--- src/rtl/cpri_blk_writer_if.sv ---
// Stream-in / buffer-write-out bundle for cpri_blk_writer.
// master: the block writer (consumes s_*, free_size; drives s_rdy, wr_*).
// slave: the far side (stream source plus block buffer write port).
// Ports: s_data, s_vld, s_sop, s_eop, s_info, s_rdy, free_size,
//        wr_addr, wr_data, wr_wen, wr_wlast, wr_info.
interface cpri_blk_writer_if #(
    parameter int DATA_WIDTH = 64,
    parameter int ADDR_WIDTH = 8,
    parameter int FREE_WIDTH = 2,
    parameter int INFO_WIDTH = 256
) ();
    logic [DATA_WIDTH-1:0]    s_data;
    logic                     s_vld;
    logic                     s_sop;
    logic                     s_eop;
    logic [INFO_WIDTH-17:0]   s_info;
    logic                     s_rdy;
    logic [FREE_WIDTH-1:0]    free_size;
    logic [ADDR_WIDTH-1:0]    wr_addr;
    logic [DATA_WIDTH-1:0]    wr_data;
    logic                     wr_wen;
    logic                     wr_wlast;
    logic [INFO_WIDTH-1:0]    wr_info;

    modport master (
        input  s_data, s_vld, s_sop, s_eop, s_info, free_size,
        output s_rdy, wr_addr, wr_data, wr_wen, wr_wlast, wr_info
    );

    modport slave (
        output s_data, s_vld, s_sop, s_eop, s_info, free_size,
        input  s_rdy, wr_addr, wr_data, wr_wen, wr_wlast, wr_info
    );
endinterface

--- src/rtl/cpri_blk_writer.sv ---
// Packs sop/eop-framed packets into fixed 2**ADDR_WIDTH-word buffer blocks.
// Ports: clk, rst (sync, active high), bus (cpri_blk_writer_if.master),
//        err_cnt / trunc_cnt (saturating), blk_cnt (wrapping).
// Optional macro CPRI_BLK_PAD_EN: zero-pad short blocks to full length.
module cpri_blk_writer #(
    parameter int DATA_WIDTH = 64,
    parameter int ADDR_WIDTH = 8,
    parameter int FREE_WIDTH = 2,
    parameter int INFO_WIDTH = 256,
    parameter int CNT_WIDTH  = 16
) (
    input  logic                 clk,
    input  logic                 rst,
    cpri_blk_writer_if.master    bus,
    output logic [CNT_WIDTH-1:0] err_cnt,
    output logic [CNT_WIDTH-1:0] trunc_cnt,
    output logic [CNT_WIDTH-1:0] blk_cnt
);
    localparam logic [ADDR_WIDTH-1:0] LAST    = '1;
    localparam logic [ADDR_WIDTH-1:0] IDX_ONE = 1;
    localparam logic [ADDR_WIDTH:0]   ONE     = 1;
    localparam logic [CNT_WIDTH-1:0]  CNT_ONE = 1;

    typedef enum logic [2:0] {
        IDLE,
        WRITE,
        DISCARD,
`ifdef CPRI_BLK_PAD_EN
        PAD,
`endif
        HOLD
    } state_t;

    state_t                  state_q, state_d;
    logic [ADDR_WIDTH-1:0]   idx_q, idx_d;
    logic [INFO_WIDTH-17:0]  info_q, info_d;
    logic                    hold_q, hold_d;
`ifdef CPRI_BLK_PAD_EN
    logic [ADDR_WIDTH:0]     len_q, len_d;
`endif

    logic                    rdy, acc;
    logic [FREE_WIDTH-1:0]   credit;
    logic [ADDR_WIDTH:0]     cnt_cur;
    logic                    wen_d, last_d;
    logic [ADDR_WIDTH-1:0]   addr_d;
    logic [DATA_WIDTH-1:0]   data_d;
    logic [INFO_WIDTH-1:0]   winfo_d;
    logic                    err_inc, trunc_inc;

    assign credit  = bus.free_size;
    // Words written so far including the one at idx_q.
    assign cnt_cur = {1'b0, idx_q} + ONE;

    // Credit is only consulted in IDLE; a block in flight already owns one.
    always_comb begin
        rdy = 1'b0;
        unique case (state_q)
            IDLE:           rdy = (credit != '0);
            WRITE, DISCARD: rdy = 1'b1;
            default:        rdy = 1'b0;
        endcase
        if (rst) rdy = 1'b0;
    end

    assign acc       = bus.s_vld && rdy;
    assign bus.s_rdy = rdy;

    always_comb begin
        state_d   = state_q;
        idx_d     = idx_q;
        info_d    = info_q;
        hold_d    = hold_q;
`ifdef CPRI_BLK_PAD_EN
        len_d     = len_q;
`endif
        wen_d     = 1'b0;
        last_d    = 1'b0;
        addr_d    = '0;
        data_d    = '0;
        winfo_d   = '0;
        err_inc   = 1'b0;
        trunc_inc = 1'b0;

        unique case (state_q)
            IDLE: begin
                if (acc && bus.s_sop) begin
                    wen_d  = 1'b1;
                    data_d = bus.s_data;
                    info_d = bus.s_info;
                    idx_d  = IDX_ONE;
                    if (bus.s_eop) begin
`ifdef CPRI_BLK_PAD_EN
                        len_d   = ONE;
                        state_d = PAD;
`else
                        last_d  = 1'b1;
                        winfo_d = {bus.s_info, 16'(ONE)};
                        hold_d  = 1'b0;
                        state_d = HOLD;
`endif
                    end else begin
                        state_d = WRITE;
                    end
                end else if (acc) begin
                    err_inc = 1'b1;
                end
            end

            WRITE: begin
                if (acc) begin
                    wen_d   = 1'b1;
                    addr_d  = idx_q;
                    data_d  = bus.s_data;
                    idx_d   = idx_q + IDX_ONE;
                    err_inc = bus.s_sop;
                    // Full block closes on eop or on running out of room.
                    if (bus.s_eop || idx_q == LAST) begin
                        last_d    = 1'b1;
                        winfo_d   = {info_q, 16'(cnt_cur)};
                        trunc_inc = !bus.s_eop;
                        hold_d    = 1'b0;
                        state_d   = bus.s_eop ? HOLD : DISCARD;
                    end
`ifdef CPRI_BLK_PAD_EN
                    if (bus.s_eop && idx_q != LAST) begin
                        last_d  = 1'b0;
                        winfo_d = '0;
                        len_d   = cnt_cur;
                        state_d = PAD;
                    end
`endif
                end
            end

            DISCARD: begin
                if (acc && bus.s_eop) begin
                    hold_d  = 1'b0;
                    state_d = HOLD;
                end
            end

`ifdef CPRI_BLK_PAD_EN
            PAD: begin
                wen_d  = 1'b1;
                addr_d = idx_q;
                idx_d  = idx_q + IDX_ONE;
                if (idx_q == LAST) begin
                    last_d  = 1'b1;
                    winfo_d = {info_q, 16'(len_q)};
                    hold_d  = 1'b0;
                    state_d = HOLD;
                end
            end
`endif

            // Two dead cycles: registered wlast, then buffer credit update.
            HOLD: begin
                hold_d = 1'b1;
                if (hold_q) begin
                    hold_d  = 1'b0;
                    state_d = IDLE;
                end
            end

            default: ;
        endcase
    end

    always_ff @(posedge clk) begin
        if (rst) begin
            state_q      <= IDLE;
            idx_q        <= '0;
            info_q       <= '0;
            hold_q       <= 1'b0;
`ifdef CPRI_BLK_PAD_EN
            len_q        <= '0;
`endif
            bus.wr_addr  <= '0;
            bus.wr_data  <= '0;
            bus.wr_wen   <= 1'b0;
            bus.wr_wlast <= 1'b0;
            bus.wr_info  <= '0;
            err_cnt      <= '0;
            trunc_cnt    <= '0;
            blk_cnt      <= '0;
        end else begin
            state_q      <= state_d;
            idx_q        <= idx_d;
            info_q       <= info_d;
            hold_q       <= hold_d;
`ifdef CPRI_BLK_PAD_EN
            len_q        <= len_d;
`endif
            bus.wr_addr  <= addr_d;
            bus.wr_data  <= data_d;
            bus.wr_wen   <= wen_d;
            bus.wr_wlast <= last_d;
            bus.wr_info  <= winfo_d;
            if (err_inc && err_cnt != '1)
                err_cnt <= err_cnt + CNT_ONE;
            if (trunc_inc && trunc_cnt != '1)
                trunc_cnt <= trunc_cnt + CNT_ONE;
            if (last_d)
                blk_cnt <= blk_cnt + CNT_ONE;
        end
    end
endmodule

--- src/flat_wrapper.sv ---
// flat-port wrapper written by rule: the top's interface ports become plain ports
module cpri_blk_writer_flat 
#(
    parameter int DATA_WIDTH = 64,
    parameter int ADDR_WIDTH = 8,
    parameter int FREE_WIDTH = 2,
    parameter int INFO_WIDTH = 256,
    parameter int CNT_WIDTH  = 16
)
  (clk, rst, err_cnt, trunc_cnt, blk_cnt, bus_s_data, bus_s_vld, bus_s_sop, bus_s_eop, bus_s_info, bus_free_size, bus_s_rdy, bus_wr_addr, bus_wr_data, bus_wr_wen, bus_wr_wlast, bus_wr_info);
  cpri_blk_writer_if #(.DATA_WIDTH(DATA_WIDTH), .ADDR_WIDTH(ADDR_WIDTH), .FREE_WIDTH(FREE_WIDTH), .INFO_WIDTH(INFO_WIDTH)) bus_i ();
  input  logic clk;
  input  logic rst;
  output logic [CNT_WIDTH-1:0] err_cnt;
  output logic [CNT_WIDTH-1:0] trunc_cnt;
  output logic [CNT_WIDTH-1:0] blk_cnt;
  input wire logic [$bits(bus_i.s_data)-1:0] bus_s_data;
  input wire logic [$bits(bus_i.s_vld)-1:0] bus_s_vld;
  input wire logic [$bits(bus_i.s_sop)-1:0] bus_s_sop;
  input wire logic [$bits(bus_i.s_eop)-1:0] bus_s_eop;
  input wire logic [$bits(bus_i.s_info)-1:0] bus_s_info;
  input wire logic [$bits(bus_i.free_size)-1:0] bus_free_size;
  output wire logic [$bits(bus_i.s_rdy)-1:0] bus_s_rdy;
  output wire logic [$bits(bus_i.wr_addr)-1:0] bus_wr_addr;
  output wire logic [$bits(bus_i.wr_data)-1:0] bus_wr_data;
  output wire logic [$bits(bus_i.wr_wen)-1:0] bus_wr_wen;
  output wire logic [$bits(bus_i.wr_wlast)-1:0] bus_wr_wlast;
  output wire logic [$bits(bus_i.wr_info)-1:0] bus_wr_info;
  assign bus_i.s_data = bus_s_data;
  assign bus_i.s_vld = bus_s_vld;
  assign bus_i.s_sop = bus_s_sop;
  assign bus_i.s_eop = bus_s_eop;
  assign bus_i.s_info = bus_s_info;
  assign bus_i.free_size = bus_free_size;
  assign bus_s_rdy = bus_i.s_rdy;
  assign bus_wr_addr = bus_i.wr_addr;
  assign bus_wr_data = bus_i.wr_data;
  assign bus_wr_wen = bus_i.wr_wen;
  assign bus_wr_wlast = bus_i.wr_wlast;
  assign bus_wr_info = bus_i.wr_info;
  cpri_blk_writer #(.DATA_WIDTH(DATA_WIDTH), .ADDR_WIDTH(ADDR_WIDTH), .FREE_WIDTH(FREE_WIDTH), .INFO_WIDTH(INFO_WIDTH), .CNT_WIDTH(CNT_WIDTH)) u_core (.clk(clk), .rst(rst), .bus(bus_i), .err_cnt(err_cnt), .trunc_cnt(trunc_cnt), .blk_cnt(blk_cnt));
endmodule
--- config.mk ---
export PLATFORM = sky130hd
export DESIGN_NAME = cpri_blk_writer_flat
export DESIGN_NICKNAME = d
export VERILOG_FILES = /design/src/rtl/cpri_blk_writer_if.sv /design/src/rtl/cpri_blk_writer.sv /design/src/flat_wrapper.sv
export SDC_FILE = /design/constraint.sdc
export NUM_CORES = 1
export LEC_CHECK = 0
export CELL_PAD_IN_SITES_DETAIL_PLACEMENT = 0
export CELL_PAD_IN_SITES_GLOBAL_PLACEMENT = 1
export CORE_AREA = 2 2 267 269
export CTS_BUF_LIST = sky130_fd_sc_hd__clkbuf_8
export DETAILED_ROUTE_END_ITERATION = 6
export DIE_AREA = 0 0 269 271
export PLACE_DENSITY = 0.75
export RECOVER_POWER = 25
export SYNTH_ARGS = -nofsm -noshare
export SYNTH_HDL_FRONTEND = slang
export SYNTH_SLANG_ARGS = --single-unit
--- constraint.sdc ---
create_clock -name clk -period 4.6 [get_ports clk]
set_clock_uncertainty 0.1 [all_clocks]
set_input_delay 0.69 -clock clk [delete_from_list [all_inputs] [get_ports clk]]
set_output_delay 0.69 -clock clk [all_outputs]
set_load 0.05 [all_outputs]
# After elaboration in Yosys (flattened, before gate mapping)
# Index checks and enable logic that the tools add are counted.
# totals
output_inout_bits	379
register_bits	630
wordCells	90
inputBits	311
# op_classes
reduce_logical	17
eq_ne	12
n_addsub	5
bitwise_logic	2
mux	42
# op_table
op	count
$mux W256	4
$pmux W256 S2	1
$mux W64	2
$pmux W64 S2	1
$add A16 B1 Y16 const B	3
$ne A16 B16 Y1 const B	2
$mux W1	19
$mux W8	2
$pmux W8 S2	1
$mux W3	5
$pmux W3 S4	1
$reduce_and A6 Y1	2
$ne A2 B1 Y1 const B	5
$add A8 B1 Y9 const B	1
$add A8 B1 Y8 const B	1
$eq A8 B8 Y1 const B	1
$pmux W1 S2	4
$eq A3 B2 Y1 const B	2
$logic_and A1 B1 Y1	5
$pmux W1 S4	1
$reduce_bool A2 Y1	2
$reduce_bool A4 Y1	1
$eq A3 B1 Y1 const B	1
$logic_not A3 Y1	1
other kinds (9)	10

# Longest topological paths before layout
# Gate-level depths: netlist of run 1.
# depth
ltp_word	9
mapped_depth	11
depth_no_buf	8

# Worst setup path before layout of run 1
# No wires, ideal clock.
# synth_timing
kind	reg-to-reg
startpoint	register u_core.state_q[1]
endpoint	register u_core.trunc_cnt[3]
n_path_buf	1
stages_incl_launch_ff	9
synth_period_minus_slack_ns	2.546
required_time_ns	4.430
arrival_ns	2.375
slack_ns	2.054
setup_time_ns	0.070
path_cell_list	dfxtp_1 -> inv_1 -> ha_1 -> clkbuf_1 -> o21ai_0 -> inv_1 -> o211ai_1 -> or4_1 -> a21oi_1
# synth_via
elab_chain_len	8
elab_cells_between_ends	10
cone_classes	eq/ne (2); mux (4); reduce/logical (4)
# synth_lines
element	line	source
start: declaration	cpri_blk_writer.sv:34	state_t state_q, state_d;
start signal: assignment	cpri_blk_writer.sv:188	state_q <= state_d;
$eq A3 B1 Y1 / $eq A3 B2 Y1 (equally long branches)	cpri_blk_writer.sv:58	unique case (state_q)
$reduce_or A2 Y1	cpri_blk_writer.sv:58	
$pmux W1 S2 *	cpri_blk_writer.sv:58	
$mux W1 *	cpri_blk_writer.sv:63	if (rst) rdy = 1'b0;
named net bus_s_rdy	flat_wrapper.sv:23	output wire logic [$bits(bus_i.s_rdy)-1:0] bus_s_rdy;
$logic_and A1 B1 Y1 *	cpri_blk_writer.sv:66	assign acc = bus.s_vld && rdy;
$mux W1 *	cpri_blk_writer.sv:111	if (acc) begin
$mux W1 *	cpri_blk_writer.sv:85	unique case (state_q)
$logic_and A1 B1 Y1 *	cpri_blk_writer.sv:202	if (trunc_inc && trunc_cnt != '1)
end signal: assignment	cpri_blk_writer.sv:203	trunc_cnt <= trunc_cnt + CNT_ONE;
end: declaration	cpri_blk_writer.sv:16	output logic [CNT_WIDTH-1:0] trunc_cnt,
# Mark *: on every way through the listed nets, which the timed path passes. The rest lies on a longest branch.
# A chain may end at the register's enable or synchronous reset.

# Worst setup path after layout of run 1
# layout_timing
startpoint	register u_core.state_q[0]
endpoint	output bus_s_rdy
# layout_via
elab_chain_len	4
elab_cells_between_ends	6
cone_classes	eq/ne (2); mux (2); reduce/logical (2)
# layout_lines
element	line
$eq A3 B1 Y1 / $eq A3 B2 Y1 (equally long branches)	cpri_blk_writer.sv:58
$reduce_or A2 Y1	cpri_blk_writer.sv:58
$pmux W1 S2 *	cpri_blk_writer.sv:58
$mux W1 *	cpri_blk_writer.sv:63
end: declaration	flat_wrapper.sv:23
# Every way passes the cells marked *; elsewhere a longest branch is shown, timed or not.

==> qor.csv, run 1 <==
metric;value;unit
wirelength, routed;72100;um
Critical Path Source Type;flip-flop;
routed vias/inst;4.70;
RD Place Congestion;0.820;
Post-CTS Resized;0;
largest cells by area after synthesis;dfxtp_1, a22o_1, nand2_1;
vias in the first global route;17100;
synthesized area;20800;um2
Die H;271;um
post-synth top area cell;dfxtp_1;
CP peak stage delay;890;ps
Yosys cell types;58;
delay-heaviest family, CP;buffers and inverters;
status;finished, final reports clean;
grt total ovfl;0;
CP Capture Type;output port;
Pint;9400;uW
register share of total power;44.1;%
Clock Latency Late Sink;690;ps
Detailed Routing Iterations Pass 1;5;
IO buf count;682;
Mapped Cells;2147;
most frequent cell after synthesis;dfxtp_1;
Clk pwr share;38.9;%
final-report hold violation count;0;
FMAX;250;MHz
layout cells sized above 1;6.60;%
fin nets;3107;
Slew headroom;14.0;%
flops & latches, synth;622;
Buffers & Inverters on Critical Path;3;
I/O pin count;690;
Slew @ Worst Pin;1290;ps
Worst-path clk slew;60;ps
Tot GR Track Use;18.6;%
final-report max-slew violation count;0;
synth warn;0;
Post-Syn Area per Cell;9.68;um2
RSZ-0062 raised after global routing;false;
CTS sink count;622;
Area growth syn-to-layout;47.2;%
Leak;0.0118;uW
Seq/Total Area, Yosys;59.9;%
Crit-path slowest cell;clkdlybuf4s50_1;
Period minus WS final;3990;ps
Post-synth EDFFs;0;
Post-DRT Antenna Nets;0;
Arrival @ worst endpoint;3200;ps
Gate power share;17.0;%
top cells by count, synth;dfxtp_1, nand2_1, a21oi_1;
initial antenna violation count;13;
Initial DRC Count;1265;
worst min-delay path class;in -> reg;
Die X-Extent;269;um
max-cap violation count;0;
ys async rst share;0;%
crit path kind;reg -> out;
Die ar.;72900;um2
CTS Root Cell;clkbuf_8;
Tcrit/Tclk final;86.8;%
Net Switching;3870;uW
Synth top area share;59.9;%
Max VDD drop;0.279;mV
Final setup viols;0;
Post-route DRC;0;
first-pass GRT wire length;105000;um
fin util;43.8;%
vias;17900;
DP HPWL;49100;um
row count;97;
largest net degree at the start of global routing;193;
ys flop type;dfxtp_1;
post-CTS setup buffers;0;
CTS tree;built;
Layout fillers;6613;
Longest Clk Path Bufs;3;
Initial Utilization;29.8;%
crit-path cells;inv_1 -> ha_1 -> o21a_1 -> o21ai_0 -> inv_1 -> clkdlybuf4s50_1;
final setup TNS;0;ps
Worst EP required;3810;ps
post-DR wirelength/cell;18.9;um
cts bufs inserted;103;
most used cell, CP;inv_1;
Hold Buf Count CTS;0;
Std-Cell Core Area;69800;um2
switching share of power;29.2;%
P per Cell Area;434;nW/um2
CP Max Fanout;10;
# H-tree levels;3;
==> cells in the final DEF (no fill, tap or decap), types with 3 or more instances in the layout <==
cell type,synthesis,routed
ha_1,10,10
clkdlybuf4s50_1,0,461
a2111oi_0,4,4
dfxtp_1,622,622
o31ai_1,17,17
and4_1,9,9
o2111ai_1,3,3
a311oi_1,3,3
mux2i_1,6,6
buf_12,0,8
or3_1,8,8
buf_4,8,7
and2_0,0,4
clkinv_2,0,8
a22o_1,240,240
nand4_1,9,9
mux2_2,5,5
xnor2_1,13,13
o21ai_0,17,18
nand2_1,512,511
bufinv_16,0,6
a21oi_1,273,272
conb_1,1,7
o211ai_1,7,7
inv_1,16,48
diode_2,0,3
and2_1,76,71
nand3_1,19,18
a211oi_1,5,5
nor2_1,35,35
xor2_1,4,4
dlygate4sd3_1,0,220
nor2b_1,6,6
or2_2,4,4
and3_1,8,7
clkinvlp_4,0,3
clkbuf_8,0,131
or4_1,17,17
==> power groups by stage <==
stage          combinational (uW)  clock [uW]  sequential [uW]
3_5_place_dp                 2300           0             5970
4_1_cts                      2310        5330             5860
5_1_grt                      2410        5580             5880
2_1_floorplan                 821           0             6510
3_3_place_gp                 2270           0             5960
6_report                     2250        5170             5850
==> state kept, by name, indices dropped and copies added (netlist names) <==
register	count
u_core.info_q	240
u_core.bus.wr_addr	8
u_core.trunc_cnt	16
u_core.blk_cnt	16
u_core.err_cnt	16
u_core.bus.wr_data	64
u_core.bus.wr_wlast	1
u_core.bus.wr_info	249
u_core.bus.wr_wen	1
u_core.hold_q	1
u_core.state_q	2
u_core.idx_q	8
==> kinds of logic (layout without fill, tap and decap cells) <==
group           after synthesis  in the layout  synth area share, %
simple gates                713            713                 15.1
buf+inv                     186            898                 3.67
compound gates              587            587                 19.4
fa+ha+maj                    10             10                0.602
xor+xnor                     17             17                0.717
flops                       622            622                 59.9
other cells                   1             10               0.0181
mux                          11             11                0.560
==> layer usage <==
metal / vias to the layer above / track usage [%] / share of wire [%]
li1: 8695 / - / -
met1: 8451 / 21.0 / 39
met2: 616 / 31.4 / 48
met3: 127 / 8.03 / 10
met4: 18 / 5.72 / 2.5
met5: - / 0 / 0.16
==> area by class of cell <==
type	count	area [um2]	area share [%]
Antenna cell	3	7.51	0.0246
Timing Repair Buffer	697	7040	23.0
Multi-Input combinational cell	1345	7610	24.9
Tap cell	940	1180	3.85
Inverter	17	63.8	0.209
Sequential cell	622	12500	40.7
Clock buffer	131	1800	5.90
Clock inverter	53	424	1.39
==> final timing paths <==
check	from	endpoint	slack, ps	cells past startpoint
worst max-delay path	u_core.state_q[0]	bus_s_rdy	610	6
worst min-delay path	rst	u_core.blk_cnt[0]	280	2
worst max register to register	u_core.state_q[0]	u_core.info_q[26]	1170	8
worst min register to register	u_core.info_q[41]	u_core.bus.wr_info[57]	350	1
==> stage by stage <==
stage / cells / instance area (um2) / setup slack, ps / total power (uW) / hold WS [ps]
2_1_floorplan: 2153 / 20800 / 2050 / 7330 / 337
4_1_cts: 3805 / 30600 / 566 / 13500 / 222
5_1_grt: 3806 / 30600 / 405 / 13900 / 284
6_report: 3808 / 30600 / 607 / 13300 / 280
3_5_place_dp: 3621 / 28300 / 884 / 8280 / 347
3_3_place_gp: 3621 / 28300 / 959 / 8230 / 342
No activity file was read; power rests on OpenSTA's default activity.
==> inputs of run 2 (changes only) <==
==> constraint.sdc (replaced) <==
create_clock -name clk -period 4.6 [get_ports clk]
set_clock_uncertainty 0.1 [all_clocks]
set_input_delay 0.92 -clock clk [delete_from_list [all_inputs] [get_ports clk]]
set_output_delay 0.92 -clock clk [all_outputs]
set_load 0.05 [all_outputs]
==> qor.csv, run 2 (synthesis results as in run 1) <==
metric;value;unit;change
Die X-Extent;269;um;unchanged
final-report max-slew violation count;134;;+134
fin nets;3114;;+0.23%
FMAX;239;MHz;-4.7%
worst min-delay path class;reg -> reg;;
Longest Clk Path Bufs;3;;unchanged
Slew headroom;-14.4;%;-28 points
Period minus WS final;4190;ps;+198 ps
Die ar.;72900;um2;unchanged
RD Place Congestion;0.831;;+1.3%
CP Capture Type;output port;;
crit path kind;reg -> out;;
Tcrit/Tclk final;91.1;%;+4.3 points
grt total ovfl;0;;unchanged
CTS tree;built;;
post-DR wirelength/cell;18.7;um;-1.0%
max-cap violation count;1;;+1
wirelength, routed;71500;um;-0.72%
Worst-path clk slew;60;ps;about the same
fin area;30600;um2;about the same
cts bufs inserted;102;;-0.97%
Initial DRC Count;1012;;-20%
CTS sink count;622;;unchanged
post-CTS setup buffers;0;;unchanged
Area growth syn-to-layout;47.2;%;about the same
failing checks;capacitance limit, slew limit;;
Critical Path Source Type;flip-flop;;
Worst EP required;3580;ps;-230 ps
IO buf count;682;;unchanged
max reg flops;249;;unchanged
final setup TNS;0;ps;unchanged
Max VDD drop;0.283;mV;+1.4%
Post-route DRC;0;;unchanged
Tot GR Track Use;18.5;%;-0.035 points
RSZ-0062 raised after global routing;false;;
CTS Root Cell;clkbuf_8;;
Initial Utilization;29.8;%;unchanged
Std-Cell Core Area;69800;um2;unchanged
status;complete, but fails checks;;
Post-DRT Antenna Nets;0;;unchanged
routed vias/inst;4.74;;+0.80%
Leak;0.0117;uW;-0.46%
fin util;43.8;%;about the same
most frequent cells in the layout;dfxtp_1, nand2_1, clkdlybuf4s50_1;;
# H-tree levels;3;;unchanged
DP HPWL;49100;um;-0.19%
row count;97;;unchanged
Post-CTS Resized;0;;unchanged
most flop-heavy register;u_core.bus.wr_info;;
final-report hold violation count;0;;unchanged
CP Max Fanout;10;;unchanged
Detailed Routing Iterations Pass 1;7;;+2
largest net degree at the start of global routing;201;;+4.1%
Regs by FF count;u_core.bus.wr_info (249), u_core.info_q (240), u_core.bus.wr_data (64);;
I/O pin count;690;;unchanged
fin worst setup slack;408;ps;-198 ps
Hold Buf Count CTS;0;;unchanged
initial antenna violation count;20;;+7
Post-DP Area;28400;um2;+0.30%
Die H;271;um;unchanged
layout cells sized above 1;6.58;%;-0.014 points
Slew @ Worst Pin;1720;ps;+426 ps
Clock Latency Late Sink;700;ps;about the same
Final setup viols;0;;unchanged
Post-Place Worst Slack;644;ps;-240 ps
Arrival @ worst endpoint;3170;ps;-30 ps
first-pass GRT wire length;105000;um;+0.18%
commonest non-fill, non-tap cell in the layout;dfxtp_1;;
P per Cell Area;430;nW/um2;-1.0%
vias in the first global route;17300;;+1.5%
vias;18100;;+1.1%
-- run 2: cell type report --
| cell class | instances | area [um2] |
|---|---|---|
| Antenna cell | 9 | 22.5 |
| Clock buffer | 130 | 1790 |
| Clock inverter | 52 | 383 |
| Fill cell | 6570 | 39200 |
| Inverter | 17 | 63.8 |
| Multi-Input combinational cell | 1345 | 7590 |
| Sequential cell | 622 | 12500 |
| Tap cell | 940 | 1180 |
| Timing Repair Buffer | 705 | 7100 |
-- run 2: final timing paths --
check                           slack, ps  depth (start not counted)                       to                from
worst min-delay path                  340                          1  u_core.bus.wr_info[187]  u_core.info_q[171]
worst min register to register        340                          1  u_core.bus.wr_info[187]  u_core.info_q[171]
worst max register to register        830                          9        u_core.info_q[28]   u_core.state_q[1]
worst max-delay path                  410                          6                bus_s_rdy   u_core.state_q[0]
-- run 2: critical path, cell delays in order, from the launching register on --
cell	delay, ps
dfxtp_1	340
inv_1	150
ha_1	460
o21a_1	370
o21ai_0	170
inv_1	150
clkdlybuf4s50_1	840
-- run 2: stage by stage --
| step | power [uW] | instances | hold slack, ps |
|---|---|---|---|
| floorplan | 7330 | 2153 | 337 |
| global placement | 8250 | 3629 | 342 |
| detailed placement | 8300 | 3629 | 347 |
| CTS | 13400 | 3811 | 344 |
| global route | 13700 | 3817 | 357 |
| finish | 13100 | 3820 | 342 |
-- run 2: power breakdown --
| part | leakage [uW] | switching (uW) | internal (uW) |
|---|---|---|---|
| Clock | 0.00124 | 2240 | 2780 |
| Sequential | 0.00503 | 136 | 5720 |
| Combinational | 0.00544 | 1480 | 781 |
-- run 2: layer usage --
metal | track usage [%] | wire, um
met5 | 0 | 110
met4 | 6.96 | 2050
met3 | 7.69 | 7330
met2 | 31.2 | 34500
met1 | 20.8 | 27500
